## config.mk

```make
export PLATFORM = sky130hd
export DESIGN_NAME = vertex_mac_acc
export DESIGN_NICKNAME = d
export VERILOG_FILES = /design/src/rtl/vertex_mac_acc.sv
export SDC_FILE = /design/constraint.sdc
export NUM_CORES = 1
export LEC_CHECK = 0
export CELL_PAD_IN_SITES_DETAIL_PLACEMENT = 1
export CELL_PAD_IN_SITES_GLOBAL_PLACEMENT = 1
export CORE_MARGIN = 10
export CORE_UTILIZATION = 47
export CTS_CLUSTER_SIZE = 28
export DETAILED_ROUTE_END_ITERATION = 8
export GPL_ROUTABILITY_DRIVEN = 0
export PLACE_DENSITY_LB_ADDON = 0.3
export SLEW_MARGIN = 20
export SYNTH_ARGS = -nofsm -noshare
export SYNTH_HDL_FRONTEND = slang
export SYNTH_SLANG_ARGS = --single-unit
export TNS_END_PERCENT = 20
```

## constraint.sdc

```tcl
create_clock -name clk -period 6.2 [get_ports clk]
set_clock_uncertainty 0.2 [all_clocks]
set_input_delay 1.24 -clock clk [delete_from_list [all_inputs] [get_ports clk]]
set_output_delay 1.24 -clock clk [all_outputs]
set_load 0.05 [all_outputs]
```

## src/rtl/vertex_mac_acc.sv

```systemverilog
// Two-stage multiply/accumulate for one processing element. The design
// produces one saturating dot product per weight layer of a stream.
module vertex_mac_acc #(
  parameter int MULT_PER_PE = 4,
  parameter int FV_SIZE     = 8,
  parameter int ACC_W       = 32,
  parameter int LAYER_W     = 2
) (
  input  logic                           clk,
  input  logic                           reset,
  input  logic                           sos,
  input  logic                           eos,
  input  logic                           change,
  input  logic                           valid_in,
  input  logic [MULT_PER_PE*FV_SIZE-1:0] weight_in,
  input  logic [MULT_PER_PE*FV_SIZE-1:0] fv_in,
  output logic                           result_valid,
  output logic [ACC_W-1:0]               result_data,
  output logic [LAYER_W-1:0]             result_layer,
  output logic                           result_ovf,
  output logic                           done,
  output logic                           busy,
  output logic                           protocol_err
);

  // state | meaning
  // IDLE  | waiting for sos; stray beats are dropped and flagged
  // ACC   | accepting beats of the current stream
  typedef enum logic {IDLE, ACC} state_t;

  localparam int PROD_W = 2 * FV_SIZE;
  localparam int SUM_W  = PROD_W + $clog2(MULT_PER_PE) + 1;
  // Extra headroom so a beat sum wider than the accumulator still saturates.
  localparam int EXT_W  = ((ACC_W > SUM_W) ? ACC_W : SUM_W) + 1;
  localparam logic [ACC_W-1:0] ACC_MAX = '1;

  state_t              state;
  logic [PROD_W-1:0]   prod_q [MULT_PER_PE];
  logic                s1_valid;
  logic                s1_change;
  logic                s1_eos;
  logic [ACC_W-1:0]    acc;
  logic                ovf;
  logic [LAYER_W-1:0]  layer;

  logic                accept;
  logic [EXT_W-1:0]    sum_ext;
  logic [EXT_W-1:0]    total;
  logic                sat;
  logic [ACC_W-1:0]    beat_val;

  assign accept = valid_in && ((state == ACC) || sos);
  assign busy   = (state == ACC) || s1_valid || result_valid;

  always_comb begin
    sum_ext = '0;
    for (int i = 0; i < MULT_PER_PE; i++) begin
      sum_ext = sum_ext + EXT_W'(prod_q[i]);
    end
    total    = EXT_W'(acc) + sum_ext;
    sat      = total > EXT_W'(ACC_MAX);
    beat_val = sat ? ACC_MAX : total[ACC_W-1:0];
  end

  always_ff @(posedge clk) begin
    if (reset) begin
      state        <= IDLE;
      s1_valid     <= 1'b0;
      s1_change    <= 1'b0;
      s1_eos       <= 1'b0;
      acc          <= '0;
      ovf          <= 1'b0;
      layer        <= '0;
      result_valid <= 1'b0;
      result_data  <= '0;
      result_layer <= '0;
      result_ovf   <= 1'b0;
      done         <= 1'b0;
      protocol_err <= 1'b0;
      for (int i = 0; i < MULT_PER_PE; i++) prod_q[i] <= '0;
    end else begin
      protocol_err <= ((state == IDLE) && valid_in && !sos) ||
                      ((state == ACC) && sos) ||
                      (accept && eos && !change);

      s1_valid <= accept;
      if (accept) begin
        s1_change <= change;
        s1_eos    <= eos;
        for (int i = 0; i < MULT_PER_PE; i++) begin
          prod_q[i] <= PROD_W'(weight_in[i*FV_SIZE +: FV_SIZE]) *
                       PROD_W'(fv_in[i*FV_SIZE +: FV_SIZE]);
        end
      end

      result_valid <= 1'b0;
      done         <= 1'b0;
      if (s1_valid) begin
        if (s1_change || s1_eos) begin
          result_valid <= 1'b1;
          result_data  <= beat_val;
          result_layer <= layer;
          result_ovf   <= ovf | sat;
          done         <= s1_eos;
          acc          <= '0;
          ovf          <= 1'b0;
          layer        <= layer + LAYER_W'(1);
        end else begin
          acc <= beat_val;
          ovf <= ovf | sat;
        end
      end

      case (state)
        IDLE: begin
          if (sos) begin
            // Stage 1 can only hold a draining eos beat here, so clearing is safe.
            state <= (valid_in && eos) ? IDLE : ACC;
            acc   <= '0;
            ovf   <= 1'b0;
            layer <= '0;
          end
        end
        ACC: begin
          if (accept && eos) state <= IDLE;
        end
        default: state <= IDLE;
      endcase
    end
  end

endmodule

```

# Word level (Yosys, flattened, before mapping)
# Memory sizes are Yosys's and may differ from the RTL's.
# Index checks and enable logic that the tools add are counted.
# Widths: inputs -> output; s select.
# word_totals
in_bits,70
mem_count,1
mem_bits_rw,64
output_inout_bits,39
elab_cells,77
reg_bits,77
# classes
order_cmp,1
reduce_logical,18
mul,4
add_sub_neg,5
muxes,27
bitwise_logic,8
# memory_table
name,depth,width,rd,rd_clocked_by_memory_dff,wr,line,text
prod_q,4,16,4,0,4,38,logic [PROD_W-1:0] prod_q [MULT_PER_PE];
# ops
operator,n
$mux 32,5
$mul 8x8->16,4
$mux 16,4
$add 32x19->33,1
$gt 33x32->1 const B,1
$add 18x16->19,1
$add 17x16->18,1
$add 16x16->17,1
$mux 1,13
$mux 2,4
$logic_and 1x1->1,7
$logic_or 1x1->1,6
$or 1x1->1,5
$not 1->1,3
$reduce_or 3->1,1
$add 2x1->2 const B,1
$logic_not 1->1,2
$pmux 1 s2,1
$reduce_and 2->1,1
$reduce_or 2->1,1

# Depth between registers and ports, before layout
# Gate-level depths: netlist (run 1).
# An unclocked memory read counts as a cell.
# logic_depth
ltp_word,11
mapped_depth,18
ltp_nobuf,18

# Worst setup path before layout (run 1)
# OpenSTA, ideal clock, no wires.
# synth_timing
path_type,input to register
startpoint,in weight_in[29]
endpoint,"mem prod_q[3][15] (netlist bit), data pin"
n_path_buf,1
path_slack_ps,748
setup_time_ps,147
arrival_ps,5105
stages,16
t_required_ps,5853
path_cell_list,clkbuf_1 -> nand2_1 -> fa_1 -> fa_1 -> inv_1 -> fa_1 -> inv_1 -> fa_1 -> inv_1 -> ha_1 -> o21ai_0 -> a21o_1 -> a21oi_1 -> nor3_1 -> or4_1 -> a21oi_1
# synth_lines
item,line,text
from (decl),15,"input logic [MULT_PER_PE*FV_SIZE-1:0] weight_in,"
to (decl),38,

==> metrics, run 1 <==
synthesized area per cell roughly 9.1 µm²; post-synthesis cell type count 59; via/cell ratio 5.234; area share of the largest cell type after synthesis 24.51%; Synth warnings 0; overall global routing resource usage 20.35%; Placement Rows 66; top_reg_cell synth dfxtp_1; Async SR Flop Fraction 0%; worst reg2reg setup slack 0.77 ns; PD cells 369.2 mW/mm²; f_max 174.3 MHz; DRT antenna net count 0; routed len/inst 17.62 µm; Synth top cells by count inv_1, fa_1, nand2_1; first-pass GRT wire length ~70 mm; # port buffers 108; CP max FO 8; initial antenna violation count 1; CTS sink cnt between 100 and 150; total power around 6.6 mW; leakage 8.471 nW; CP Launch Type input port; DRT Pass-1 Iters 5; Setup TNS 0 ns; Worst R2R Start acc[6]; Worst-Skew Late Latency approximately 0.44 ns; Min Clock Period, post-route approximately 5.7 ns; H-Tree Depth 4; maximum VDD drop around 0.31 mV; cts hold-fix bufs 0; Worst-Margin Slew 0.9450 ns; critical path required time 6.28 ns; Slew headroom 36.85%; via count 12000; CTS tree yes; mapped cell area 0.01560 mm²; CTS resizes 0; Synth area leader fa_1; CP Data Arrival Time 5.82 ns; Inst Count DP 2260; Post-Route WL 40.38 mm; Ant. Diodes 0; CTS max path bufs 2; DRC Markers 0; endpoints failing hold 0; Core Box Area 0.03262 mm²; Root Buffer clkbuf_16; synthesis-stage register bit count about 140; cell count after synthesis 1722; # IOs 109; vias in the first global route 13390; nets@finish 2265; status finished clean; EDFF count, synth 64; synthesized net count between 2000 and 2500; Tcrit/Tclk final about 93%; initial core utilization 47.82%; fraction of layout cells with a size suffix above 1 ~3.8%; largest net degree at the start of global routing 61; most common cell in the netlist inv_1; top post-synthesis cells by area fa_1, ha_1, edfxtp_1; register area share after synthesis 22.20%; Setup crit end kind register; Setup violations, final 0; TritonCTS Buffers 17; dpl hpwl ~34 mm; WS Path Type input port to register; Reg clk slew, reported paths 0.07 ns; post-CTS setup buffers 0; max-cap violation count 0; Remaining Overflow, GRT 0; Die Ht 202.2 µm; Non-Filler Instances 2292; Hold Startpoint result_data[30]; RSZ-0062 raised after global routing false; max-slew violations 0; Area Overhead vs Synth 14.52%; Die Wd 202.2 µm; Hold Path Class register to register; Die Footprint 0.04087 mm²; number of DRC markers in iteration 0 556; crit path from weight_in[11]; Hold WS 0.2609 ns
## cell families (layout without fill, tap and decap cells)
kind of cell	Yosys count	in the layout	synth area share (%)
AO/OA/AOI/OAI	229	229	9.682
XOR/XNOR	61	61	3.425
adder cells (fa/ha/maj)	358	358	37.91
buffers and inverters	372	500	9.065
flip-flops	141	141	22.20
multiplexers	4	4	0.2727
AND/OR/NAND/NOR	557	557	17.44
## layout make-up
class | count | area, µm²
multi-input combinational | 1209 | 10730
timing repair buffer | 133 | 1269
clock buffer | 21 | 462.9
clock inverter | 11 | 128.9
sequential | 141 | 3463
inverter | 335 | 1257
fill | 3776 | 14760
tap | 442 | 553.0
## worst paths after layout
kind | end | cells after the start
worst max-delay path | prod_q[1][15] | 16
worst min-delay path | result_data[30] | 2
worst max register to register | acc[5] | 17
worst min register to register | result_data[30] | 2
## power breakdown
part	switching, mW	internal [mW]
sequential	0.0534	1.10
clock	0.422	0.623
combinational	2.72	1.67
## placed cells by master, fill, tap and decap left out, types with 5 or more instances in the layout
| master | count |
|---|---|
| a21oi_1 | 63 |
| a31oi_1 | 6 |
| nand4_1 | 5 |
| a41oi_1 | 5 |
| nand2_1 | 174 |
| and2_1 | 144 |
| nand2b_1 | 8 |
| nand3_1 | 15 |
| fa_1 | 191 |
| and3_1 | 21 |
| edfxtp_1 | 64 |
| a22o_1 | 6 |
| xnor2_1 | 29 |
| nor3_1 | 38 |
| ha_1 | 167 |
| inv_1 | 334 |
| or3_1 | 7 |
| xor2_1 | 32 |
| dfxtp_1 | 77 |
| a311oi_1 | 6 |
| clkbuf_16 | 18 |
| a211oi_1 | 26 |
| a21o_1 | 21 |
| nor2b_1 | 12 |
| buf_4 | 25 |
| o21a_1 | 12 |
| o22ai_1 | 13 |
| clkdlybuf4s50_1 | 108 |
| o21ai_1 | 6 |
| nor2_1 | 114 |
| o21ai_0 | 34 |
## state kept, by name, summed over array words and instances, names as in the netlist, 2 cells and up
signal,count
acc,32
layer,2
prod_q,64
result_data,32
result_layer,2
## layer usage
layer  routed length [µm]  part of all wire, %  GRT usage (%)
met1                17670                   44          25.08
met2                20810                   52          36.70
met3                 1093                  2.7          2.431
met4                  784                  1.9          5.569
met5                   13                0.032              0
## per-stage QoR
stage | util, % | instance area (µm²) | setup WS [ns]
finish | 54.76 | 17860 | 0.4614
floorplan | - | 15600 | 0.7480
global route | 54.76 | 17860 | 0.1598
global placement | 52.95 | 17270 | 0.1467
detailed placement | 52.95 | 17270 | 0.006777
CTS | 54.76 | 17860 | 0.4533
## critical path: stages
cell and delay, ns:
clkdlybuf4s50_1 0.54, and2_1 0.24, fa_1 0.41, fa_1 0.54
inv_1 0.05, fa_1 0.46, fa_1 0.55, inv_1 0.04
ha_1 0.29, o21a_1 0.15, o21ai_0 0.12, a21o_1 0.23
a21oi_1 0.18, nor3_1 0.09, or4_1 0.53, a21oi_1 0.16
(Power assumes the default switching activity.)
==> run 2, diff against run 1 <==
Settings changed: CAP_MARGIN set to 30, SLEW_MARGIN 20 to unset.
==> results of run 2 <==
Same layout as run 1: the final DEF is identical, and so are final timing and power.
==> run 3, diff against run 2 <==
Settings changed: HOLD_SLACK_MARGIN set to 0.08.
==> results of run 3 <==
Same layout as run 1: the final DEF is identical, and so are final timing and power.
